**config.mk**
```make
export PLATFORM = sky130hd
export DESIGN_NAME = rtc_hms_clock
export DESIGN_NICKNAME = d
export VERILOG_FILES = /design/src/rtl/rtc_pkg.sv /design/src/rtl/bcd_mod_counter.sv /design/src/rtl/rtc_hms_clock.sv
export SDC_FILE = /design/constraint.sdc
export NUM_CORES = 1
export LEC_CHECK = 0
export CAP_MARGIN = 20
export CORE_ASPECT_RATIO = 1.2
export CORE_UTILIZATION = 55
export DETAILED_ROUTE_END_ITERATION = 16
export GPL_ROUTABILITY_DRIVEN = 0
export GPL_TIMING_DRIVEN = 0
export MAX_ROUTING_LAYER = met4
export PLACE_DENSITY = 0.83
export SYNTH_ARGS = -nofsm -noshare
export SYNTH_HDL_FRONTEND = slang
export SYNTH_SLANG_ARGS = --single-unit
```
**constraint.sdc**
```tcl
create_clock -name clk_in -period 3.9 [get_ports clk_in]
set_clock_uncertainty 0.2 [all_clocks]
set_input_delay 0.78 -clock clk_in [delete_from_list [all_inputs] [get_ports clk_in]]
set_output_delay 0.78 -clock clk_in [all_outputs]
set_load 0.005 [all_outputs]
```
**src/rtl/rtc_pkg.sv**
```systemverilog
`default_nettype none
// ============================================================================
// Module      : rtc_pkg
// Description : Shared BCD types, limits, seven-segment patterns and helper
//               functions for the rtc_hms_clock block.
// Revision    : 1.0 - initial release
// ============================================================================
package rtc_pkg;

  typedef logic [3:0] bcd_digit_t;
  typedef logic [7:0] bcd_pair_t;

  localparam bcd_pair_t  c_hh_max    = 8'h23;
  localparam bcd_pair_t  c_ms_max    = 8'h59;
  localparam bcd_digit_t c_digit_max = 4'h9;

  // Segment order abcdefg, bit 6 = a, active-high
  localparam logic [6:0] c_seg_0     = 7'b1111110;
  localparam logic [6:0] c_seg_1     = 7'b0110000;
  localparam logic [6:0] c_seg_2     = 7'b1101101;
  localparam logic [6:0] c_seg_3     = 7'b1111001;
  localparam logic [6:0] c_seg_4     = 7'b0110011;
  localparam logic [6:0] c_seg_5     = 7'b1011011;
  localparam logic [6:0] c_seg_6     = 7'b1011111;
  localparam logic [6:0] c_seg_7     = 7'b1110000;
  localparam logic [6:0] c_seg_8     = 7'b1111111;
  localparam logic [6:0] c_seg_9     = 7'b1111011;
  localparam logic [6:0] c_seg_blank = 7'b0000000;

  // Both nibbles must be decimal and the pair must not exceed max_v
  function automatic logic bcd_valid(input bcd_pair_t v, input bcd_pair_t max_v);
    return (v[7:4] <= c_digit_max) && (v[3:0] <= c_digit_max) && (v <= max_v);
  endfunction

  // Next value of a two-digit BCD counter that wraps max_v -> 00
  function automatic bcd_pair_t bcd_inc(input bcd_pair_t v, input bcd_pair_t max_v);
    bcd_pair_t r;
    if (v == max_v) begin
      r = 8'h00;
    end else if (v[3:0] == c_digit_max) begin
      r = {v[7:4] + 4'd1, 4'h0};
    end else begin
      r = {v[7:4], v[3:0] + 4'd1};
    end
    return r;
  endfunction

  // 24-hour BCD hours to 12-hour BCD hours (00 -> 12, 13..23 -> hh-12)
  function automatic bcd_pair_t to_12h(input bcd_pair_t hh24);
    bcd_pair_t r;
    r = hh24;
    if (hh24 == 8'h00) begin
      r = 8'h12;
    end else if ((hh24 >= 8'h13) && (hh24 <= 8'h19)) begin
      r = {4'h0, hh24[3:0] - 4'd2};
    end else if ((hh24 >= 8'h20) && (hh24 <= 8'h21)) begin
      r = {4'h0, hh24[3:0] + 4'd8};
    end else if (hh24 >= 8'h22) begin
      r = {4'h1, hh24[3:0] - 4'd2};
    end
    return r;
  endfunction

  // Decimal digit to segment pattern; anything else is dark
  function automatic logic [6:0] seg_decode(input bcd_digit_t d);
    logic [6:0] s;
    case (d)
      4'd0:    s = c_seg_0;
      4'd1:    s = c_seg_1;
      4'd2:    s = c_seg_2;
      4'd3:    s = c_seg_3;
      4'd4:    s = c_seg_4;
      4'd5:    s = c_seg_5;
      4'd6:    s = c_seg_6;
      4'd7:    s = c_seg_7;
      4'd8:    s = c_seg_8;
      4'd9:    s = c_seg_9;
      default: s = c_seg_blank;
    endcase
    return s;
  endfunction

endpackage : rtc_pkg
`default_nettype wire

```
**src/rtl/bcd_mod_counter.sv**
```systemverilog
`default_nettype none
// ============================================================================
// Module      : bcd_mod_counter
// Description : Two-digit BCD counter wrapping MAX -> 00 with synchronous
//               load. wrap flags the increment that rolls over so counters
//               can be chained in the same cycle.
// Revision    : 1.0 - initial release
// ============================================================================
module bcd_mod_counter
  import rtc_pkg::*;
#(
  parameter bcd_pair_t MAX = 8'h59
) (
  input  logic      clk_in,
  input  logic      reset,
  input  logic      inc,
  input  logic      load,
  input  bcd_pair_t load_val,
  output bcd_pair_t value,
  output logic      wrap
);

  bcd_pair_t r_value;

  // Load beats increment; otherwise step in BCD
  always_ff @(posedge clk_in or posedge reset) begin
    if (reset) begin
      r_value <= 8'h00;
    end else if (load) begin
      r_value <= load_val;
    end else if (inc) begin
      r_value <= bcd_inc(r_value, MAX);
    end
  end

  assign value = r_value;
  assign wrap  = inc && !load && (r_value == MAX);

endmodule : bcd_mod_counter
`default_nettype wire

```
**src/rtl/rtc_hms_clock.sv**
```systemverilog
`default_nettype none
// ============================================================================
// Module      : rtc_hms_clock
// Description : HH:MM:SS real-time clock with seconds prescaler, time-set
//               port, 12/24-hour display and 6-digit multiplexed 7-seg scan.
//               Optional alarm enabled by defining RTC_HMS_CLOCK_ALARM_EN.
// Revision    : 1.0 - initial release
// ============================================================================
module rtc_hms_clock
  import rtc_pkg::*;
#(
  parameter int CLK_HZ   = 10_000_000,
  parameter int SCAN_DIV = 8192
) (
  input  logic       clk_in,
  input  logic       reset,
  input  logic       enable,
  input  logic       mode_12h,
  input  logic       set_strobe,
  input  logic [7:0] set_hh,
  input  logic [7:0] set_mm,
  input  logic [7:0] set_ss,
  output logic       set_err,
  output logic [7:0] hh,
  output logic [7:0] mm,
  output logic [7:0] ss,
  output logic       pm,
  output logic       sec_tick,
  output logic       day_carry,
  output logic [2:0] seg7_sel,
  output logic [6:0] seg7_out,
  output logic       dpt,
  output logic       led_com
`ifdef RTC_HMS_CLOCK_ALARM_EN
  ,
  input  logic       alarm_set,
  input  logic [7:0] alarm_hh,
  input  logic [7:0] alarm_mm,
  input  logic       alarm_ack,
  output logic       alarm_ring
`endif
);

  localparam int c_presc_w = (CLK_HZ > 1) ? $clog2(CLK_HZ) : 1;
  localparam int c_scan_w  = $clog2(SCAN_DIV + 1);
  localparam logic [c_presc_w-1:0] c_presc_last = c_presc_w'(CLK_HZ - 1);
  localparam logic [c_scan_w-1:0]  c_scan_last  = c_scan_w'(SCAN_DIV - 1);
  localparam logic [2:0]           c_sel_first  = 3'd5;

  logic [c_presc_w-1:0] r_presc;
  logic [c_scan_w-1:0]  r_scan_div;
  logic [2:0]           r_sel;
  logic                 r_sec_tick;
  logic                 r_day_carry;
  logic                 r_set_err;
  logic                 r_pm;

  bcd_pair_t w_hh;
  bcd_pair_t w_mm;
  bcd_pair_t w_ss;
  bcd_pair_t w_hh_next;
  bcd_pair_t w_hh_disp;
  bcd_digit_t w_digit;
  logic      w_ss_wrap;
  logic      w_mm_wrap;
  logic      w_hh_wrap;
  logic      w_set_ok;
  logic      w_load;
  logic      w_presc_last;
  logic      w_advance;
  logic      w_scan_last;
  logic      w_blank;
  logic      w_dpt;
  logic [6:0] w_seg;

  assign w_set_ok     = bcd_valid(set_hh, c_hh_max) && bcd_valid(set_mm, c_ms_max)
                        && bcd_valid(set_ss, c_ms_max);
  assign w_load       = set_strobe && w_set_ok;
  assign w_presc_last = (r_presc == c_presc_last);
  // Any strobe, legal or not, swallows a coincident advance
  assign w_advance    = enable && !set_strobe && w_presc_last;

  // Seconds prescaler: cleared by a legal load, held by an illegal one
  always_ff @(posedge clk_in or posedge reset) begin
    if (reset) begin
      r_presc <= '0;
    end else if (w_load) begin
      r_presc <= '0;
    end else if (enable && !set_strobe) begin
      r_presc <= w_presc_last ? '0 : r_presc + c_presc_w'(1);
    end
  end

  bcd_mod_counter #(.MAX(c_ms_max)) u_ss (
    .clk_in   (clk_in),
    .reset    (reset),
    .inc      (w_advance),
    .load     (w_load),
    .load_val (set_ss),
    .value    (w_ss),
    .wrap     (w_ss_wrap)
  );

  bcd_mod_counter #(.MAX(c_ms_max)) u_mm (
    .clk_in   (clk_in),
    .reset    (reset),
    .inc      (w_ss_wrap),
    .load     (w_load),
    .load_val (set_mm),
    .value    (w_mm),
    .wrap     (w_mm_wrap)
  );

  bcd_mod_counter #(.MAX(c_hh_max)) u_hh (
    .clk_in   (clk_in),
    .reset    (reset),
    .inc      (w_mm_wrap),
    .load     (w_load),
    .load_val (set_hh),
    .value    (w_hh),
    .wrap     (w_hh_wrap)
  );

  // Hours value the counter will hold after this edge, used to register pm
  assign w_hh_next = w_load ? set_hh : (w_mm_wrap ? bcd_inc(w_hh, c_hh_max) : w_hh);

  // Registered status pulses and pm flag
  always_ff @(posedge clk_in or posedge reset) begin
    if (reset) begin
      r_sec_tick  <= 1'b0;
      r_day_carry <= 1'b0;
      r_set_err   <= 1'b0;
      r_pm        <= 1'b0;
    end else begin
      r_sec_tick  <= w_advance;
      r_day_carry <= w_hh_wrap;
      r_set_err   <= set_strobe && !w_set_ok;
      r_pm        <= (w_hh_next >= 8'h12);
    end
  end

  assign w_scan_last = (r_scan_div == c_scan_last);

  // Digit scan 5,4,3,2,1,0,5,... holding each for SCAN_DIV cycles
  always_ff @(posedge clk_in or posedge reset) begin
    if (reset) begin
      r_scan_div <= '0;
      r_sel      <= c_sel_first;
    end else if (w_scan_last) begin
      r_scan_div <= '0;
      r_sel      <= (r_sel == 3'd0) ? c_sel_first : r_sel - 3'd1;
    end else begin
      r_scan_div <= r_scan_div + c_scan_w'(1);
    end
  end

  // Active digit selection, leading-zero blanking and decimal points
  always_comb begin
    w_hh_disp = mode_12h ? to_12h(w_hh) : w_hh;
    w_digit   = 4'hF;
    w_blank   = 1'b0;
    w_dpt     = 1'b0;
    case (r_sel)
      3'd5: begin
        w_digit = w_ss[3:0];
        w_dpt   = mode_12h && r_pm;
      end
      3'd4: w_digit = w_ss[7:4];
      3'd3: begin
        w_digit = w_mm[3:0];
        w_dpt   = 1'b1;
      end
      3'd2: w_digit = w_mm[7:4];
      3'd1: begin
        w_digit = w_hh_disp[3:0];
        w_dpt   = 1'b1;
      end
      3'd0: begin
        w_digit = w_hh_disp[7:4];
        w_blank = mode_12h && (w_hh_disp[7:4] == 4'h0);
      end
      default: w_digit = 4'hF;
    endcase
    w_seg = w_blank ? c_seg_blank : seg_decode(w_digit);
  end

  assign hh        = w_hh;
  assign mm        = w_mm;
  assign ss        = w_ss;
  assign pm        = r_pm;
  assign sec_tick  = r_sec_tick;
  assign day_carry = r_day_carry;
  assign set_err   = r_set_err;
  assign seg7_sel  = r_sel;
  assign seg7_out  = w_seg;
  assign dpt       = w_dpt;
  assign led_com   = 1'b1;

`ifdef RTC_HMS_CLOCK_ALARM_EN
  localparam logic [5:0] c_ring_last = 6'd59;

  bcd_pair_t  r_alarm_hh;
  bcd_pair_t  r_alarm_mm;
  logic       r_armed;
  logic       r_ring;
  logic [5:0] r_ring_cnt;
  logic       w_alarm_ok;
  logic       w_alarm_hit;

  assign w_alarm_ok  = bcd_valid(alarm_hh, c_hh_max) && bcd_valid(alarm_mm, c_ms_max);
  // A seconds wrap lands on hh:mm:00 of the following minute
  assign w_alarm_hit = r_armed && w_ss_wrap
                       && (bcd_inc(w_mm, c_ms_max) == r_alarm_mm)
                       && ((w_mm_wrap ? bcd_inc(w_hh, c_hh_max) : w_hh) == r_alarm_hh);

  // Alarm time register, armed by the first legal set
  always_ff @(posedge clk_in or posedge reset) begin
    if (reset) begin
      r_alarm_hh <= 8'h00;
      r_alarm_mm <= 8'h00;
      r_armed    <= 1'b0;
    end else if (alarm_set && w_alarm_ok) begin
      r_alarm_hh <= alarm_hh;
      r_alarm_mm <= alarm_mm;
      r_armed    <= 1'b1;
    end
  end

  // Ring flag: ack wins, otherwise auto-clears after 60 further advances
  always_ff @(posedge clk_in or posedge reset) begin
    if (reset) begin
      r_ring     <= 1'b0;
      r_ring_cnt <= '0;
    end else if (alarm_ack) begin
      r_ring     <= 1'b0;
      r_ring_cnt <= '0;
    end else if (w_alarm_hit) begin
      r_ring     <= 1'b1;
      r_ring_cnt <= '0;
    end else if (r_ring && w_advance) begin
      if (r_ring_cnt == c_ring_last) begin
        r_ring     <= 1'b0;
        r_ring_cnt <= '0;
      end else begin
        r_ring_cnt <= r_ring_cnt + 6'd1;
      end
    end
  end

  assign alarm_ring = r_ring;
`endif

endmodule : rtc_hms_clock
`default_nettype wire

```
Word-level counts from Yosys, hierarchy flattened
Memories as Yosys holds them, arrays and structs flattened.
Index checks and enable logic that the tools add are counted.
Storage, ports and cells
  register bits after elaboration: 69
  RAM bits: 0
  output and inout bits: 40
  bits in read-only memories: 112
  bits in latches: 0
  memories kept: 1
Operators by class
  magnitude comparators: 15
  eq/ne operators: 13
  $mul: 0
  reduce and logical (&&, ||, !) cells: 36
  bitwise gates (word level): 0
  shifts and indexed selects: 0
  add/subtract/negate cells: 11
  mux-type cells: 26
  div/mod/pow operators: 0
Memories
  (no name shown): depth 16, width 7, read ports 1, clocked after memory_dff 0, wr ports 0, RTL line rtc_pkg.sv:67  | case (d)
Operators with widths (number)
  2-to-1 mux 8 bit: 17
  2-to-1 mux 24 bit: 3
  adder 24 x 1 -> 24 bit, second input constant: 1
  adder 4 x 1 -> 4 bit, second input constant: 6
  equality test 24 bit, second input constant: 1
  <= comparator 4 bit, second input constant: 6
  case mux 4 bit (6 select lines): 1
  logical AND 1 bit: 22
  equality test 8 x 7 -> 1 bit, second input constant: 2
  greater-or-equal comparator 8 x 5 -> 1 bit, second input constant: 2
  greater-or-equal comparator 8 x 6 -> 1 bit, second input constant: 2
  <= comparator 8 x 6 -> 1 bit, second input constant: 2
  <= comparator 8 x 7 -> 1 bit, second input constant: 2
  adder 14 x 1 -> 14 bit, second input constant: 1
  equality test 14 x 13 -> 1 bit, second input constant: 1
  2-to-1 mux 14 bit: 1
  equality test 4 bit, second input constant: 3
  equality test 8 x 6 -> 1 bit, second input constant: 1
  <= comparator 8 x 5 -> 1 bit, second input constant: 1
  zero test 8 bit: 1
  2-to-1 mux 7 bit: 1
  equality test 3 x 2 -> 1 bit, second input constant: 2
  equality test 3 bit, second input constant: 2
  nonzero test 2 bit: 3
  other kinds (13): 17

Longest topological paths before layout
  depth after elaboration: 14
  gate-level depth with buffers: 13
  gate-level depth less buffers: 13

Modules after synthesis
Synthesis repeated with hierarchy kept, for this count alone.
Unflattened totals
  cells, all modules: 556
  area total of the unflattened synthesis: 4875.9 um^2
Modules (own cells, without submodules)
  rtc_hms_clock: cells an instance 368, instances 1, area each 3150.5 um^2
  bcd_mod_counter (u_mm ...): cells an instance 64, instances 2, area each 578.1 um^2
  bcd_mod_counter (u_hh): cells an instance 60, instances 1, area each 569.3 um^2

Worst setup path after synthesis
OpenSTA, ideal clock, no wires.
  kind: reg-to-output
  start point: register r_sel[2] (netlist: seg7_sel[2])
  end point: output seg7_out[0]
  cell stages (with the launch flop): 11
  arrival time: 2635 ps
  data required time: 2920 ps
  path buffers: 1
  slack: 285 ps
  cell sequence: dfstp_2 > clkbuf_1 > inv_1 > ha_1 > nor2b_1 > a221oi_1 > o211ai_1 > a311o_1 > ha_1 > a221o_1 > a211oi_2
On the way
  longest elaborated chain between the ends: 4
RTL lines
  start, declared: RTL line rtc_hms_clock.sv:52  | logic [2:0] r_sel;
  start signal, assigned: RTL line rtc_hms_clock.sv:148  | r_sel <= c_sel_first;
  start signal, assigned: RTL line rtc_hms_clock.sv:151  | r_sel <= (r_sel == 3'd0) ? c_sel_first : r_sel - 3'd1;
  equality test 3 x 1 -> 1 bit (tied with other cells): RTL line rtc_hms_clock.sv:163  | case (r_sel)
  case mux 4 bit (6 select lines): RTL line rtc_hms_clock.sv:163
  memory read (16 x 7 bit)
  2-to-1 mux 7 bit (*): RTL line rtc_hms_clock.sv:184  | w_seg = w_blank ? c_seg_blank : seg_decode(w_digit);
  end, declared: RTL line rtc_hms_clock.sv:31  | output logic [6:0] seg7_out,
Every way passes the cells marked *; elsewhere a longest branch is shown, timed or not.

Final worst setup path
  start point: register u_hh.r_value[3] (netlist: u_hh.value[3])
  end point: output seg7_out[0]
On the way
  longest elaborated chain between the ends: 10
RTL lines
  start, declared: RTL line bcd_mod_counter.sv:23  | bcd_pair_t r_value;
  start signal, assigned: RTL line bcd_mod_counter.sv:30  | r_value <= load_val;
  start signal, assigned: RTL line bcd_mod_counter.sv:32  | r_value <= bcd_inc(r_value, MAX);
  greater-or-equal comparator 8 x 6 -> 1 bit (tied with other cells): RTL line rtc_pkg.sv:58  | end else if (hh24 >= 8'h22) begin
  2-to-1 mux 8 bit / logical AND 1 bit (equally long branches): RTL line rtc_pkg.sv:58, rtc_pkg.sv:56
  2-to-1 mux 8 bit: RTL line rtc_pkg.sv:56  | end else if ((hh24 >= 8'h20) && (hh24 <= 8'h21)) begin
  2-to-1 mux 8 bit: RTL line rtc_pkg.sv:54  | end else if ((hh24 >= 8'h13) && (hh24 <= 8'h19)) begin
  2-to-1 mux 8 bit: RTL line rtc_pkg.sv:52  | if (hh24 == 8'h00) begin
  2-to-1 mux 8 bit (*): RTL line rtc_hms_clock.sv:159  | w_hh_disp = mode_12h ? to_12h(w_hh) : w_hh;
  parallel branches: the longest is 3 deep, another holds memory read (16 x 7 bit)
  2-to-1 mux 7 bit (*): RTL line rtc_hms_clock.sv:184
Every way passes the cells marked *.

==> impl_metrics.env <==
export IMPL_fin_cells=784
export IMPL_yosysTopAreaCell="dfrtp_1"
export IMPL_drc=0
export IMPL_ys_warn_count=0
export IMPL_finalWorstSetupSlack_ns=-0.339
export IMPL_final_max_slew_viol_count=0
export IMPL_critPathRequiredTime_ns=2.92
export IMPL_status="complete, but fails checks"
export IMPL_violations="setup timing"
export IMPL_io_pins=69
export IMPL_drt_iter0_markers=419
export IMPL_ys_ff_latch=69
export IMPL_initial_utilization_pct=56.8
export IMPL_cpPeakStageDelay_ns=0.42
export IMPL_cap_violations=0
export IMPL_ys_flop_type="dfrtp_1"
export IMPL_syn_inst=539
export IMPL_synth_distinct_cells=70
export IMPL_p_leak_uw=0.00262
export IMPL_row_count=36
export IMPL_overflow=0
export IMPL_total_power_uw=1780
export IMPL_cts_root_buf="clkbuf_8"
export IMPL_crit_fanout=3
export IMPL_fin_nets=718
export IMPL_ctsHtreeMaxLevel=3
export IMPL_place_hpwl_um=9110
export IMPL_grt_pass1_wl_um=22400
export IMPL_detail_route_antenna_nets=0
export IMPL_synth_area_leaders="dfrtp_1 (36%), ha_1 (6.5%), nor2_1 (5.5%)"
export IMPL_port_buffers=66
export IMPL_peakVddDrop_mv=0.253
export IMPL_cpMostUsedCell="buf_6"
export IMPL_grt_max_degree=70
export IMPL_area_delta_synth_final_pct=35.5
export IMPL_post_place_cells=719
export IMPL_final_util_pct=77.0
export IMPL_finalWirelength_um=14800
export IMPL_netlist_area_leader_share_pct=36.2
export IMPL_finalCritPeriodShare_pct=109
export IMPL_vias=4807
export IMPL_avgRoutedWirePerCell_um=18.8
export IMPL_post_place_ws_ns=-0.627
export IMPL_die_h_um=103
export IMPL_slew_headroom_pct=41.4
export IMPL_yosysSeqAreaShare_pct=37.3
export IMPL_cts_sinks=69
export IMPL_viasPerCell=6.13
export IMPL_drt_first_pass_iters=6
export IMPL_grt_pass1_vias=4683
export IMPL_die_w_um=85.8
export IMPL_synth_async_reset_ratio_pct=100
export IMPL_slowest_stage="or3b_4"
export IMPL_setup_viol=7
export IMPL_hold_buffers=0
export IMPL_worstMarginPinSlew_ns=0.879
export IMPL_cts_buffer_depth=2
export IMPL_n_fill_cell=560
export IMPL_grtUsageTotal_pct=34.0
export IMPL_max_freq_mhz=236
export IMPL_path_class="reg2out"
export IMPL_placeableCoreArea_um2=8150
export IMPL_antennaDiodeCount=0
export IMPL_power_density_nw_per_um2=284
export IMPL_clkLatencyLatePin_ns=0.37
export IMPL_setup_worst_path_end_class="output pin"
export IMPL_synth_nets=592
export IMPL_synth_most_common_cell="nor2_1"
export IMPL_synth_edf_count=0
export IMPL_ys_top_cells_by_count="nor2_1 (68), dfrtp_1 (67), nand2_1 (54)"
export IMPL_syn_area_per_cell_um2=8.60
export IMPL_hold_violations=0
export IMPL_cts_tree="done"
export IMPL_crit_chain="buf_6, or3b_4, a21oi_4, o211ai_2, a21bo_2, a311o_1, buf_6, ha_4, a221o_1, a211oi_2, buf_2"
export IMPL_period_needed_ns=4.24
export IMPL_rsz0062_at_grt="true"
export IMPL_drive_above_1_share_pct=21.2
export IMPL_holdCritPathClass="reg2reg"
export IMPL_numCtsBuffers=9
export IMPL_syn_cell_area_um2=4630
export IMPL_crit_arrival_ns=3.26
export IMPL_critPathLaunchType="flip-flop"
export IMPL_antenna_found_initial=0
export IMPL_die_area_um2=8800
export IMPL_clk_pin_slew_worst_paths_ns=0.09
-- report_power, final --
group / switching (uW) / internal, uW
clock network: 308 / 231
logic: 193 / 221
registers: 73.8 / 755
total: 575 / 1210
-- stage by stage --
stage	TNS [ns]	cell area (um2)	hold slack, ns
3_3_place_gp	-3.84	5440	0.250
3_5_place_dp	-5.18	5440	0.253
6_report	-1.57	6280	0.270
5_1_grt	-2.46	6280	0.295
2_1_floorplan	0	4630	0.235
4_1_cts	-0.757	6060	0.268
-- cell families (layout without fill, tap and decap cells) --
family | after synthesis | count (layout) | share of synthesized area (%)
XOR/XNOR | 29 | 29 | 5.48
adder cells (fa/ha/maj) | 24 | 24 | 6.48
other | 1 | 1 | 0.0809
flip-flops | 69 | 69 | 37.3
multiplexers | 13 | 13 | 2.84
AND/OR/NAND/NOR | 249 | 249 | 28.3
buffers and inverters | 41 | 172 | 3.65
AO/OA/AOI/OAI | 113 | 113 | 15.9
-- registers in the layout, indices dropped and copies added (netlist names) --
name	cells
seg7_sel	3
r_scan_div	14
u_mm.value	8
pm	1
sec_tick	1
u_ss.value	8
u_hh.value	8
r_presc	24
day_carry	1
set_err	1
-- layer usage --
layer | vias up | global-route usage [%] | part of all wire, %
met1 | 2306 | 37.8 | 38
met4 | 0 | 14.4 | 4.5
li1 | 2178 | - | -
met2 | 258 | 59.9 | 51
met3 | 65 | 6.57 | 6.7
met5 | - | - | 0
-- layout make-up --
type                            count  area, um2  share of cell area [%]
Multi-Input combinational cell    429       2980                    47.5
Sequential cell                    69       1730                    27.6
Timing Repair Buffer              118       1060                    16.9
Tap cell                          114        143                    2.27
Clock buffer                        9        124                    1.97
Buffer                             16        101                    1.61
Inverter                           22       85.1                    1.36
Clock inverter                      7       50.0                   0.797
-- worst paths after layout --
kind	cells after the start	slack (ns)	from	end
max reg2reg	8	0.58	u_ss.value[0]$_DFFE_PP0P_	pm$_DFF_PP0_
max	11	-0.34	u_hh.value[3]$_DFF_PP0_	seg7_out[0]
min	1	0.27	r_scan_div[10]$_DFF_PP0_	r_scan_div[10]$_DFF_PP0_
min reg2reg	1	0.27	r_scan_div[10]$_DFF_PP0_	r_scan_div[10]$_DFF_PP0_
min in group asynchronous	2	0.76	reset	r_presc[10]$_DFFE_PP0P_
max in group asynchronous	2	2.13	reset	u_hh.value[2]$_DFF_PP0_
-- repair_timing --
action                     4_1_cts  5_1_grt
hold endpoints to repair         0        0
pin swaps                       18       17
buffers inserted                37       15
setup endpoints to repair        7        7
gates resized for setup         65       31
-- cell usage in the layout, fill, tap and decap left out, types with 8 or more instances in the layout --
cell type / instances
mux2i_1: 11
clkdlybuf4s50_1: 59
nand4_1: 9
o21ai_0: 37
buf_4: 45
dfrtp_1: 64
nor3_1: 13
nand2_1: 53
nand3_1: 30
ha_1: 15
buf_6: 10
xor2_1: 15
and3_1: 11
a21oi_1: 21
nor2_1: 65
xnor2_1: 14
buf_2: 8
inv_1: 15
clkbuf_8: 10
-- critical path: cells and delay by family, from the launching register on --
kind	cells	cell delay (ns)
AOI/OAI and AO/OA	6	1.46
buffers and inverters	3	0.44
and+or+nand+nor	1	0.42
DFF	1	0.41
adders and majority gates	1	0.16
No activity file was read; power rests on OpenSTA's default activity.
